`config.mk`:
```
export PLATFORM = sky130hd
export DESIGN_NAME = io_out_capture
export DESIGN_NICKNAME = d
export VERILOG_FILES = /design/src/rtl/io_out_pkg.sv /design/src/rtl/io_out_fifo.sv /design/src/rtl/io_out_capture.sv
export SDC_FILE = /design/constraint.sdc
export NUM_CORES = 1
export LEC_CHECK = 0
export BUFFER_PORTS_ARGS = -buffer_cell sky130_fd_sc_hd__buf_2
export CORE_MARGIN = 3
export CORE_UTILIZATION = 40
export DETAILED_ROUTE_END_ITERATION = 7
export PLACE_DENSITY = 0.55
export RECOVER_POWER = 25
export SLEW_MARGIN = 10
export SYNTH_ARGS = -nofsm -noshare
export SYNTH_HDL_FRONTEND = slang
export SYNTH_SLANG_ARGS = --single-unit
```
`constraint.sdc`:
```
create_clock -name clock -period 5 [get_ports clock]
set_clock_uncertainty 0.05 [all_clocks]
set_input_delay 0.5 -clock clock [delete_from_list [all_inputs] [get_ports clock]]
set_output_delay 0.5 -clock clock [all_outputs]
set_load 0.1 [all_outputs]
```
`src/rtl/io_out_pkg.sv`:
```
// Shared types and helpers for the CPU output-port capture block.
package io_out_pkg;

    // Start sequencer: hold off the CPU I/O enable, then run until reset.
    typedef enum logic [0:0] {
        WAIT = 1'b0,
        RUN  = 1'b1
    } io_start_state_t;

    // Pointer width for a power-of-two FIFO depth.
    function automatic int ptr_width(input int depth);
        return $clog2(depth);
    endfunction

endpackage

```
`src/rtl/io_out_fifo.sv`:
```
// Synchronous FIFO with registered occupancy. The read port is the
// registered head entry, so data moves only on clock edges. Callers must
// not pop when empty and must not push when full unless also popping.
module io_out_fifo
    import io_out_pkg::*;
#(
    parameter int WIDTH = 36,
    parameter int DEPTH = 16
) (
    input  logic                          clock,
    input  logic                          reset,
    input  logic                          push,
    input  logic                          pop,
    input  logic [WIDTH-1:0]              wdata,
    output logic [WIDTH-1:0]              rdata,
    output logic                          full,
    output logic                          empty,
    output logic [ptr_width(DEPTH):0]     count
);

    localparam int PW = ptr_width(DEPTH);

    logic [WIDTH-1:0] mem_q [DEPTH];
    logic [PW-1:0]    wr_ptr_q;
    logic [PW-1:0]    rd_ptr_q;
    logic [PW:0]      count_q;
    logic [PW:0]      count_d;

    // Storage array; contents are intentionally not cleared by reset.
    always_ff @(posedge clock) begin
        if (push) begin
            mem_q[wr_ptr_q] <= wdata;
        end
    end

    // Occupancy follows push/pop; a simultaneous pair leaves it unchanged.
    always_comb begin
        count_d = count_q;
        case ({push, pop})
            2'b10:   count_d = count_q + 1'b1;
            2'b01:   count_d = count_q - 1'b1;
            default: count_d = count_q;
        endcase
    end

    // Pointers wrap naturally at DEPTH; reset discards everything at once.
    always_ff @(posedge clock or posedge reset) begin
        if (reset) begin
            wr_ptr_q <= '0;
            rd_ptr_q <= '0;
            count_q  <= '0;
        end else begin
            if (push) begin
                wr_ptr_q <= wr_ptr_q + 1'b1;
            end
            if (pop) begin
                rd_ptr_q <= rd_ptr_q + 1'b1;
            end
            count_q <= count_d;
        end
    end

    assign rdata = mem_q[rd_ptr_q];
    assign count = count_q;
    assign full  = (count_q == (PW+1)'(DEPTH));
    assign empty = (count_q == '0);

endmodule

```
`src/rtl/io_out_capture.sv`:
```
// Captures CPU output-port words into a FIFO, drains them over valid/ready,
// and raises the CPU I/O enable a fixed number of cycles after reset.
module io_out_capture
    import io_out_pkg::*;
#(
    parameter int WIDTH       = 36,
    parameter int DEPTH       = 16,
    parameter int START_DELAY = 10,
    parameter int COUNTWIDTH  = 16
) (
    input  logic                      clock,
    input  logic                      reset,
    input  logic                      outFlag,
    input  logic [WIDTH-1:0]          out,
    output logic                      startIO,
    output logic                      dataValid,
    input  logic                      dataReady,
    output logic [WIDTH-1:0]          data,
    output logic                      full,
    output logic                      empty,
    output logic [$clog2(DEPTH):0]    count,
    output logic                      overflow,
    input  logic                      clearOverflow,
    output logic [COUNTWIDTH-1:0]     wordsCaptured
);

    localparam int DCW = (START_DELAY > 1) ? $clog2(START_DELAY) : 1;

    io_start_state_t   state_q, state_d;
    logic [DCW-1:0]    delay_q, delay_d;
    logic              overflow_q, overflow_d;
    logic [COUNTWIDTH-1:0] words_q;

    logic running;
    logic push;
    logic pop;
    logic drop;

    // Start sequencer next-state: count in WAIT, move to RUN on the last tick.
    always_comb begin
        state_d = state_q;
        delay_d = delay_q;
        if (state_q == WAIT) begin
            if (delay_q == DCW'(START_DELAY - 1)) begin
                state_d = RUN;
            end else begin
                delay_d = delay_q + 1'b1;
            end
        end
    end

    // Start sequencer state and delay counter.
    always_ff @(posedge clock or posedge reset) begin
        if (reset) begin
            state_q <= WAIT;
            delay_q <= '0;
        end else begin
            state_q <= state_d;
            delay_q <= delay_d;
        end
    end

    assign running   = (state_q == RUN);
    assign startIO   = running;
    assign dataValid = !empty;
    assign pop       = dataValid && dataReady;
    // A full FIFO still accepts a word when the head leaves in the same cycle.
    assign push      = running && outFlag && (!full || pop);
    assign drop      = running && outFlag && full && !pop;

    // Sticky drop flag; a new drop outranks a same-cycle clear.
    always_comb begin
        overflow_d = overflow_q;
        if (drop) begin
            overflow_d = 1'b1;
        end else if (clearOverflow) begin
            overflow_d = 1'b0;
        end
    end

    // Overflow flag and accepted-word counter registers.
    always_ff @(posedge clock or posedge reset) begin
        if (reset) begin
            overflow_q <= 1'b0;
            words_q    <= '0;
        end else begin
            overflow_q <= overflow_d;
            if (push) begin
                words_q <= words_q + 1'b1;
            end
        end
    end

    assign overflow      = overflow_q;
    assign wordsCaptured = words_q;

    io_out_fifo #(
        .WIDTH (WIDTH),
        .DEPTH (DEPTH)
    ) u_fifo (
        .clock (clock),
        .reset (reset),
        .push  (push),
        .pop   (pop),
        .wdata (out),
        .rdata (data),
        .full  (full),
        .empty (empty),
        .count (count)
    );

endmodule

```
==> results.yml, run 1 <==
clocking:
  cts-root-to-sink-buffers: 3
  clkTransAtPathRegs_ps: 60
  cts_resized: 0
  insertion_delay_ps: 570
  h-tree-depth: 3
  cts_tree: "built"
  root_buffer: "clkbuf_16"
  clock_sinks: 611
  cts_made_buffers: 66
route:
  drtAntennaViolNets: 0
  firstDrtPassIters: 5
  drc_errors: 0
  num_vias: 10823
  wl_per_cell_um: 25.1
  vias_per_cell: 5.38
  initialDrtViolationCount: 871
  wl_mm: 50.5
setup_path:
  startpoint_type: "register"
  cp_data_arrival_time_ps: 3100
  path_max_fanout: 65
  cp.required_ps: 4450
  critPathKind: "register to output pin"
  worst_setup_path_end_kind: "output pin"
synth:
  syn_area_per_cell_sq_um: 22.0
  synth_adder_area_share: 0.00676
  synth.distinct_cells: 42
  syn-cell-area_sq_um: 23300
  synth-edff-count: 576
  yosys.area.top_type: "edfxtp_1"
  synth_top_area_frac: 0.742
  synth_common_cells: "576 x edfxtp_1, 144 x mux4_2, 72 x a22oi_1"
  ys_warn_count: 0
  synth_compound_area_frac: 0.0287
  async_flop_share: 0.0573
  synthCells: 1061
  synth_top_family_by_area: "multiplexers"
  yosysSeqAreaShare: 0.779
  synth_xor_area_frac: 0.0101
  synth_ff_type: "edfxtp_1"
  synthSimpleGateAreaFrac: 0.0215
  synth-seq-cells: 611
  synth.area.mux_share: 0.142
  synthTopCellsByArea: "edfxtp_1 74%, mux4_2 14%, dfrtp_1 3.8%"
  synth_nets: 1114
  yosysMostFrequentCell: "edfxtp_1"
floorplan:
  die_height_um: 247
  die_x_um: 247
  die_area_sq_um: 61200
  num_rows: 87
  initial_core_util: 0.409
  num_io_pins: 103
  core_area_sq_um: 57000
layout:
  syn2layout_area_growth_pct: 15.5
  fill_cells: 4813
  drive_gt1_frac: 0.297
  n_antenna_cell: 0
  finalInstanceArea_sq_um: 27000
  fin_util: 0.472
  fin_nets: 1264
timing:
  rsz0062_at_grt: "false"
  fin_setup_tns_ps: 0
  hold_violations: 0
  drv_slew: 0
  fin_crit_sh: 0.729
  post-route-min-period_ps: 3650
  worst_slew_pin_slew_ps: 1250
  relSlewSlack: 0.166
  final-setup-viol-count: 0
  fmax_ghz: 0.274
  hold_slack_ps: 60.2
global_route:
  grt.total_usage: 0.170
  antenna_found_initial: 1
  grt_overflow_total: 0
  grt_pass1_wl_mm: 76.4
  grt_max_degree: 66
  first_global_vias: 11623
power:
  p_leak_nw: 8.81
  vdd_drop_max_mv: 0.628
  power_density_nw_per_um2: 660
placed_design:
  hpwl_mm: 29.0
  placedInstanceArea_sq_um: 25000
  io_buffers: 102
  gp_congestion: 0.718
run:
  drv_cap: 0
hold_path:
  hp-class: "input port to register"
run_status:
  status: "complete, no violations"
==> report_power, final <==
part | total, W | internal, W | switching (W)
Sequential | 0.00649 | 0.00617 | 0.000322
Combinational | 0.00678 | 0.00187 | 0.00491
Clock | 0.00452 | 0.00262 | 0.00190
==> layer usage <==
layer / GRT usage / part of all wire / vias to the layer above
met2: 0.275 / 0.49 / 250
met3: 0.0330 / 0.049 / 66
met4: 0.0472 / 0.018 / 2
met1: 0.238 / 0.44 / 5766
li1: - / - / 4739
met5: 0 / 0.00026 / -
==> repair_timing <==
action	in CTS	in global routing
hold buffers	1	0
hold endpoints to repair	35	0
buffers inserted	0	0
==> cell type report <==
cell class                      count  area (sq um)  area share
Multi-Input combinational cell    386          5020       0.186
Clock inverter                     37           298      0.0110
Tap cell                          756           946      0.0351
Clock buffer                       74          1680      0.0624
Timing Repair Buffer              133           778      0.0289
Sequential cell                   611         18200       0.675
Inverter                           13          48.8     0.00181
==> worst max-delay path: stages (launching register included) <==
cell and delay (ps):
dfrtp_4 860, buf_12 450, mux4_2 370, a22oi_1 350, nand2_1 140, buf_2 320
==> sequential cells by signal (all words and copies together) (netlist names) <==
register	count
u_fifo.rd_ptr_q	4
wordsCaptured	16
u_fifo.mem_q	576
u_fifo.count	5
delay_q	4
u_fifo.wr_ptr_q	4
overflow	1
startIO	1
==> path summary, 6_finish.rpt <==
kind,start,end,slack (ps),depth (start not counted)
setup / recovery,u_fifo.rd_ptr_q[1]$_DFFE_PP0P_,data[1],1350,5
setup reg to reg,startIO$_DFF_PP0_,u_fifo.mem_q[8][12]$_DFFE_PP_,1870,5
hold / removal,clearOverflow,overflow$_DFFE_PP0P_,60,2
min in group asynchronous,reset,wordsCaptured[10]$_DFFE_PP0P_,530,4
max in group asynchronous,reset,u_fifo.rd_ptr_q[1]$_DFFE_PP0P_,4000,4
hold reg to reg,wordsCaptured[15]$_DFFE_PP0P_,wordsCaptured[15]$_DFFE_PP0P_,420,1
==> cell usage in the layout, fill, tap and decap left out, types with 16 or more instances in the layout <==
master     count
a22oi_1       72
nand2_1       50
clkinv_2      16
dfrtp_1       33
edfxtp_1     576
clkbuf_1      32
mux4_2       144
buf_4         25
clkbuf_16     66
buf_2         78
xnor2_1       16
==> kinds of logic (layout without fill, tap and decap cells) <==
group           after synthesis  after routing
compound gates               88             88
buf+inv                      64            257
fa+ha+maj                    12             12
simple gates                109            109
xor+xnor                     27             27
mux                         150            150
flops                       611            611
==> stage by stage <==
step                      power, W  instances  worst slack, ps
final                       0.0178       2010             1350
after global routing        0.0186       2010             1180
after CTS                   0.0181       2010             1250
after detailed placement    0.0135       1898             1660
after global placement      0.0135       1898             1740
after floorplan             0.0118       1061             62.3
Power figures use the tool's default switching activity.
==> run 2: changes to the inputs <==
==> constraint.sdc (replaced) <==
create_clock -name clock -period 3.4 [get_ports clock]
set_clock_uncertainty 0.05 [all_clocks]
set_input_delay 0.34 -clock clock [delete_from_list [all_inputs] [get_ports clock]]
set_output_delay 0.34 -clock clock [all_outputs]
set_load 0.1 [all_outputs]
==> run 2 against run 1 <==
  * First-iteration DRC count down 7.5%
  * Critical path depth unchanged
  * Sequential share of layout area decreased by 1.2 points
  * Via count is 3.3% higher
  * Highest routed layer unchanged
  * Cell area up 1.9%
  * Routed wire length increased by 5.6%
  * Clock power rose by 50%
  * Setup slack worse by 1200 ps
==> results.yml, run 2 (same netlist as run 1, synthesis figures left out) <==
layout:
  largest_reg_flops: 576
  final_common_cell: "edfxtp_1"
  regMostFlops: "u_fifo.mem_q"
  fin_nets: 1292
  layout_common_cells: "576 x edfxtp_1, 144 x mux4_2, 78 x buf_2"
  drive_gt1_frac: 0.307
  syn2layout_area_growth_pct: 17.7
  fill_cells: 4760
  stdcell_count: 2044
  finalInstanceArea_sq_um: 27500
clocking:
  cts_hold_buffers: 2
  cts_resized: 0
  root_buffer: "clkbuf_16"
  insertion_delay_ps: 580
  clock_sinks: 611
  clkTransAtPathRegs_ps: 60
  cts-root-to-sink-buffers: 3
  cts_tree: "built"
  cts_made_buffers: 66
  h-tree-depth: 3
  postCtsSetupRepairBufs: 0
run_status:
  status: "complete, no violations"
floorplan:
  num_rows: 87
  num_io_pins: 103
  die_area_sq_um: 61200
  die_height_um: 247
  initial_core_util: 0.409
  die_x_um: 247
  core_area_sq_um: 57000
setup_path:
  cp_data_arrival_time_ps: 2830
  path_max_fanout: 33
  startpoint_type: "register"
  cp.required_ps: 3010
  critPathKind: "register to output pin"
  worst_setup_path_end_kind: "output pin"
  rrSetupSlack_ps: 700
power:
  swShare: 0.398
  p_int_w: 0.0160
  switchingPower_w: 0.0106
  p_seq_frac: 0.358
  power_density_nw_per_um2: 969
  total_power_w: 0.0266
  power.share.combinational: 0.388
  vdd_drop_max_mv: 1.04
  clock_power_share: 0.254
  p_leak_nw: 9.02
timing:
  fin_ws_ps: 185
  worst_slew_pin_slew_ps: 1030
  drv_slew: 0
  relSlewSlack: 0.312
  fmax_ghz: 0.311
  rsz0062_at_grt: "false"
  final-setup-viol-count: 0
  fin_crit_sh: 0.946
  hold_violations: 0
  post-route-min-period_ps: 3220
route:
  wl_mm: 53.3
  wl_per_cell_um: 26.1
  firstDrtPassIters: 5
  drtAntennaViolNets: 0
  num_vias: 11183
  vias_per_cell: 5.47
  initialDrtViolationCount: 806
  drc_errors: 0
global_route:
  grt_overflow_total: 0
  grt_pass1_wl_mm: 78.5
  grt.total_usage: 0.177
  antenna_found_initial: 4
  first_global_vias: 11839
  grt_max_degree: 36
placed_design:
  dp.cells: 1925
  dp_slack_ps: 735
  placedInstanceArea_sq_um: 25400
  hpwl_mm: 29.1
  gp_congestion: 0.755
  io_buffers: 102
run:
  drv_cap: 0
hold_path:
  hp-class: "input port to register"
## run 2: cell count changes in the layout (fill, tap and decap cells not counted), sizes merged
cell / delta
clkbuf: +8
dlygate4sd3: +1
bufinv: -1
diode: +1
buf: +27
inv: +1
clkinv: -3
## run 2: critical path: stages, from the launching register on
cell	delay, ps
dfrtp_4	810
buf_12	280
mux4_2	330
a22oi_1	310
nand2_1	150
buf_2	320
## run 2: worst paths after layout
kind | from | cells past startpoint | endpoint
worst max-delay path | u_fifo.rd_ptr_q[1]$_DFFE_PP0P_ | 5 | data[23]
worst min-delay path | outFlag | 3 | u_fifo.count[4]$_DFFE_PP0P_
worst max register to register | u_fifo.count[3]$_DFFE_PP0P_ | 9 | u_fifo.count[4]$_DFFE_PP0P_
worst min register to register | wordsCaptured[15]$_DFFE_PP0P_ | 1 | wordsCaptured[15]$_DFFE_PP0P_
max in group asynchronous | reset | 4 | wordsCaptured[12]$_DFFE_PP0P_
min in group asynchronous | reset | 3 | u_fifo.count[1]$_DFFE_PP0P_
## run 2: area by class of cell
| cell class | count | area, sq um | share of cell area |
|---|---|---|---|
| Sequential cell | 611 | 18200 | 0.662 |
| Multi-Input combinational cell | 386 | 5050 | 0.184 |
| Clock buffer | 82 | 1750 | 0.0639 |
| Timing Repair Buffer | 161 | 1200 | 0.0438 |
| Tap cell | 756 | 946 | 0.0345 |
| Clock inverter | 34 | 269 | 0.00980 |
| Inverter | 13 | 48.8 | 0.00178 |
| Antenna cell | 1 | 2.50 | 0.0000912 |
## run 2: power groups by stage
stage	registers (W)	clock network (W)	logic, W
after floorplan	0.00990	0	0.00742
after global placement	0.00965	0	0.0105
after detailed placement	0.00969	0	0.0105
after CTS	0.00953	0.00694	0.0105
after global routing	0.00960	0.00726	0.0109
final	0.00952	0.00676	0.0103
## run 2: through the flow
stage / setup TNS, ps / utilization / hold slack (ps)
detailed placement: 0 / 0.446 / 411
finish: 0 / 0.481 / 81.3
global placement: 0 / 0.446 / 410
floorplan: -231570 / - / 383
global route: 0 / 0.481 / 73.1
CTS: 0 / 0.482 / 34.1
## run 2: per-layer routing
layer / global-route usage / wire (um) / vias to the layer above
met5: 0 / 44 / -
li1: - / - / 4807
met1: 0.244 / 23300 / 6037
met3: 0.0349 / 2610 / 70
met2: 0.291 / 26500 / 263
met4: 0.0487 / 858 / 6
==> run 3: changes to the inputs <==
--- a/config.mk
+++ b/config.mk
@@ -9,7 +9,7 @@
 export CORE_MARGIN = 3
 export CORE_UTILIZATION = 40
 export DETAILED_ROUTE_END_ITERATION = 7
-export PLACE_DENSITY = 0.55
+export PLACE_DENSITY = 0.57
 export RECOVER_POWER = 25
 export SLEW_MARGIN = 10
 export SYNTH_ARGS = -nofsm -noshare
==> constraint.sdc (replaced) <==
create_clock -name clock -period 2.7 [get_ports clock]
set_clock_uncertainty 0.05 [all_clocks]
set_input_delay 0.27 -clock clock [delete_from_list [all_inputs] [get_ports clock]]
set_output_delay 0.27 -clock clock [all_outputs]
set_load 0.1 [all_outputs]
==> run 3 against run 2 <==
  * The flow now finishes with violations (negative setup slack)
  * Sequential power rose by 24%
  * Clock power rose by 25%
  * Cell count rose by 4.1%
  * Via count rose by 2.8%
  * Setup slack got worse by 330 ps
  * Sequential share of layout area fell by 3.6 points
  * First-iteration DRC count rose by 9.1%
  * Utilization rose by 2.8 points
  * Routed wire length rose by 0.87%
  * Die area did not move
  * Sequential cell count did not move
==> results.yml, run 3 (same netlist as run 1, synthesis figures left out) <==
timing:
  fin_crit_sh: 1.05
  fin_ws_ps: -147
  final-setup-viol-count: 36
  post-route-min-period_ps: 2850
  fin_setup_tns_ps: -3670
  drv_slew: 0
  hold_violations: 0
  rsz0062_at_grt: "true"
  relSlewSlack: 0.320
  worst_slew_pin_slew_ps: 1020
  fmax_ghz: 0.351
  hold_slack_ps: 53.2
setup_path:
  r2r-start: "u_fifo.count[1]$_DFFE_PP0P_"
  r2r.worst_path.cells: 5
  path_buf_inv: 4
  cp.required_ps: 2380
  critPathSlowestCell: "dfrtp_4"
  cp_data_arrival_time_ps: 2530
  critPathMaxStageDelay_ps: 530
  path_max_fanout: 5
  worst_setup_path_end_kind: "output pin"
  crit_family: "buffers and inverters"
  critical_path_depth: 7
  crit_chain: "buf_4 > buf_12 > buf_16 > mux4_2 > a22oi_2 > nand2_2 > buf_8"
  critPathLaunch: "u_fifo.rd_ptr_q[0]$_DFFE_PP0P_"
  critPathKind: "register to output pin"
  startpoint_type: "register"
route:
  firstDrtPassIters: 5
  drtAntennaViolNets: 0
  num_vias: 11501
  wl_per_cell_um: 25.3
  wl_mm: 53.7
  drc_errors: 0
  initialDrtViolationCount: 879
  vias_per_cell: 5.41
layout:
  largest_reg_flops: 576
  layout_common_cells: "576 x edfxtp_1, 144 x mux4_2, 66 x buf_4"
  regMostFlops: "u_fifo.mem_q"
  drive_gt1_frac: 0.375
  syn2layout_area_growth_pct: 24.6
  fin_nets: 1374
  n_antenna_cell: 0
  final_common_cell: "edfxtp_1"
clocking:
  cts_tree: "built"
  cts_made_buffers: 61
  insertion_delay_ps: 610
  cts-root-to-sink-buffers: 3
  clock_sinks: 611
  root_buffer: "clkbuf_16"
  clkTransAtPathRegs_ps: 60
  h-tree-depth: 2
global_route:
  first_global_vias: 12015
  grt.total_usage: 0.179
  met2_usage: 0.287
  antenna_found_initial: 1
  grtUsageMet3: 0.0291
  busiest_layer: "met2"
  grt_overflow_total: 0
  grt_max_degree: 46
  grt_pass1_wl_mm: 80.2
  grtUsageMet1: 0.259
power:
  p_leak_nw: 9.63
  clock_power_share: 0.233
  swShare: 0.387
  vdd_drop_max_mv: 1.14
  switchingPower_w: 0.0141
  power.share.combinational: 0.443
  power_density_nw_per_um2: 1250
  p_seq_frac: 0.324
  p_int_w: 0.0223
floorplan:
  num_io_pins: 103
  die_area_sq_um: 61200
  die_x_um: 247
  core_area_sq_um: 57000
  initial_core_util: 0.409
  die_height_um: 247
  num_rows: 87
placed_design:
  io_buffers: 102
  hpwl_mm: 30.0
  gp_congestion: 0.728
hold_path:
  holdPathStages: 4
  holdCritStartpoint: "dataReady"
  hp-class: "input port to register"
run_status:
  status: "complete, but fails checks"
  violations: "negative setup slack"
run:
  drv_cap: 0
==> run 3: changes by cell type in the layout (fill, tap and decap cells not counted), sizes merged, moves of 4 or more <==
cell         before  now
clkinv           26   30
clkbuf          106   93
buf             135  187
dlygate4sd3       2   39
bufinv            3    8
inv              17   13
==> run 3: routing by layer <==
metal | share of wire | wire length, um
met1 | 0.44 | 23900
met2 | 0.49 | 26300
met3 | 0.049 | 2610
met4 | 0.017 | 930
met5 | 0.00024 | 13
==> run 3: timing repair <==
action,CTS,global route
endpoints found under the hold margin,597,0
buffers inserted,11,12
gates resized for setup,131,47
setup endpoints to repair,36,36
cloned,5,0
pin swaps,9,14
hold buffers,39,0
==> run 3: area by class of cell <==
class | count | area [sq um]
fill | 4596 | 28000
sequential | 611 | 18200
clock buffer | 71 | 1560
multi-input combinational | 386 | 5310
tap | 756 | 946
inverter | 13 | 48.8
timing repair buffer | 248 | 2550
clock inverter | 42 | 448
==> run 3: worst paths after layout <==
check / end / slack (ps)
worst max-delay path: data[28] / -150
worst min-delay path: u_fifo.rd_ptr_q[2]$_DFFE_PP0P_ / 50
worst max register to register: u_fifo.mem_q[0][8]$_DFFE_PP_ / 210
worst min register to register: wordsCaptured[15]$_DFFE_PP0P_ / 410
max in group asynchronous: wordsCaptured[4]$_DFFE_PP0P_ / 1530
min in group asynchronous: startIO$_DFF_PP0_ / 330
==> run 3: power by group through the flow <==
stage	sequential, W	clock (W)	combinational (W)
3_5_place_dp	0.0120	0	0.0137
4_1_cts	0.0118	0.00868	0.0157
6_report	0.0118	0.00848	0.0161
3_3_place_gp	0.0120	0	0.0137
2_1_floorplan	0.0125	0	0.00948
5_1_grt	0.0119	0.00909	0.0169
==> run 3: worst register-to-register path: stages (launching register included) <==
cell,delay [ps]
dfrtp_4,440
or4_1,140
o21ba_2,270
nand2_2,120
nor3_4,830
buf_4,350
==> run 3: through the flow <==
step | power, W | std cells | setup WS [ps] | instance area [sq um] | util
after floorplan | 0.0220 | 1061 | -138 | 23500 | -
after global placement | 0.0257 | 1948 | 179 | 25700 | 0.451
after detailed placement | 0.0257 | 1948 | 135 | 25700 | 0.451
after CTS | 0.0362 | 2116 | -218 | 28800 | 0.505
after global routing | 0.0378 | 2127 | -250 | 29100 | 0.510
final | 0.0364 | 2127 | -147 | 29100 | 0.510
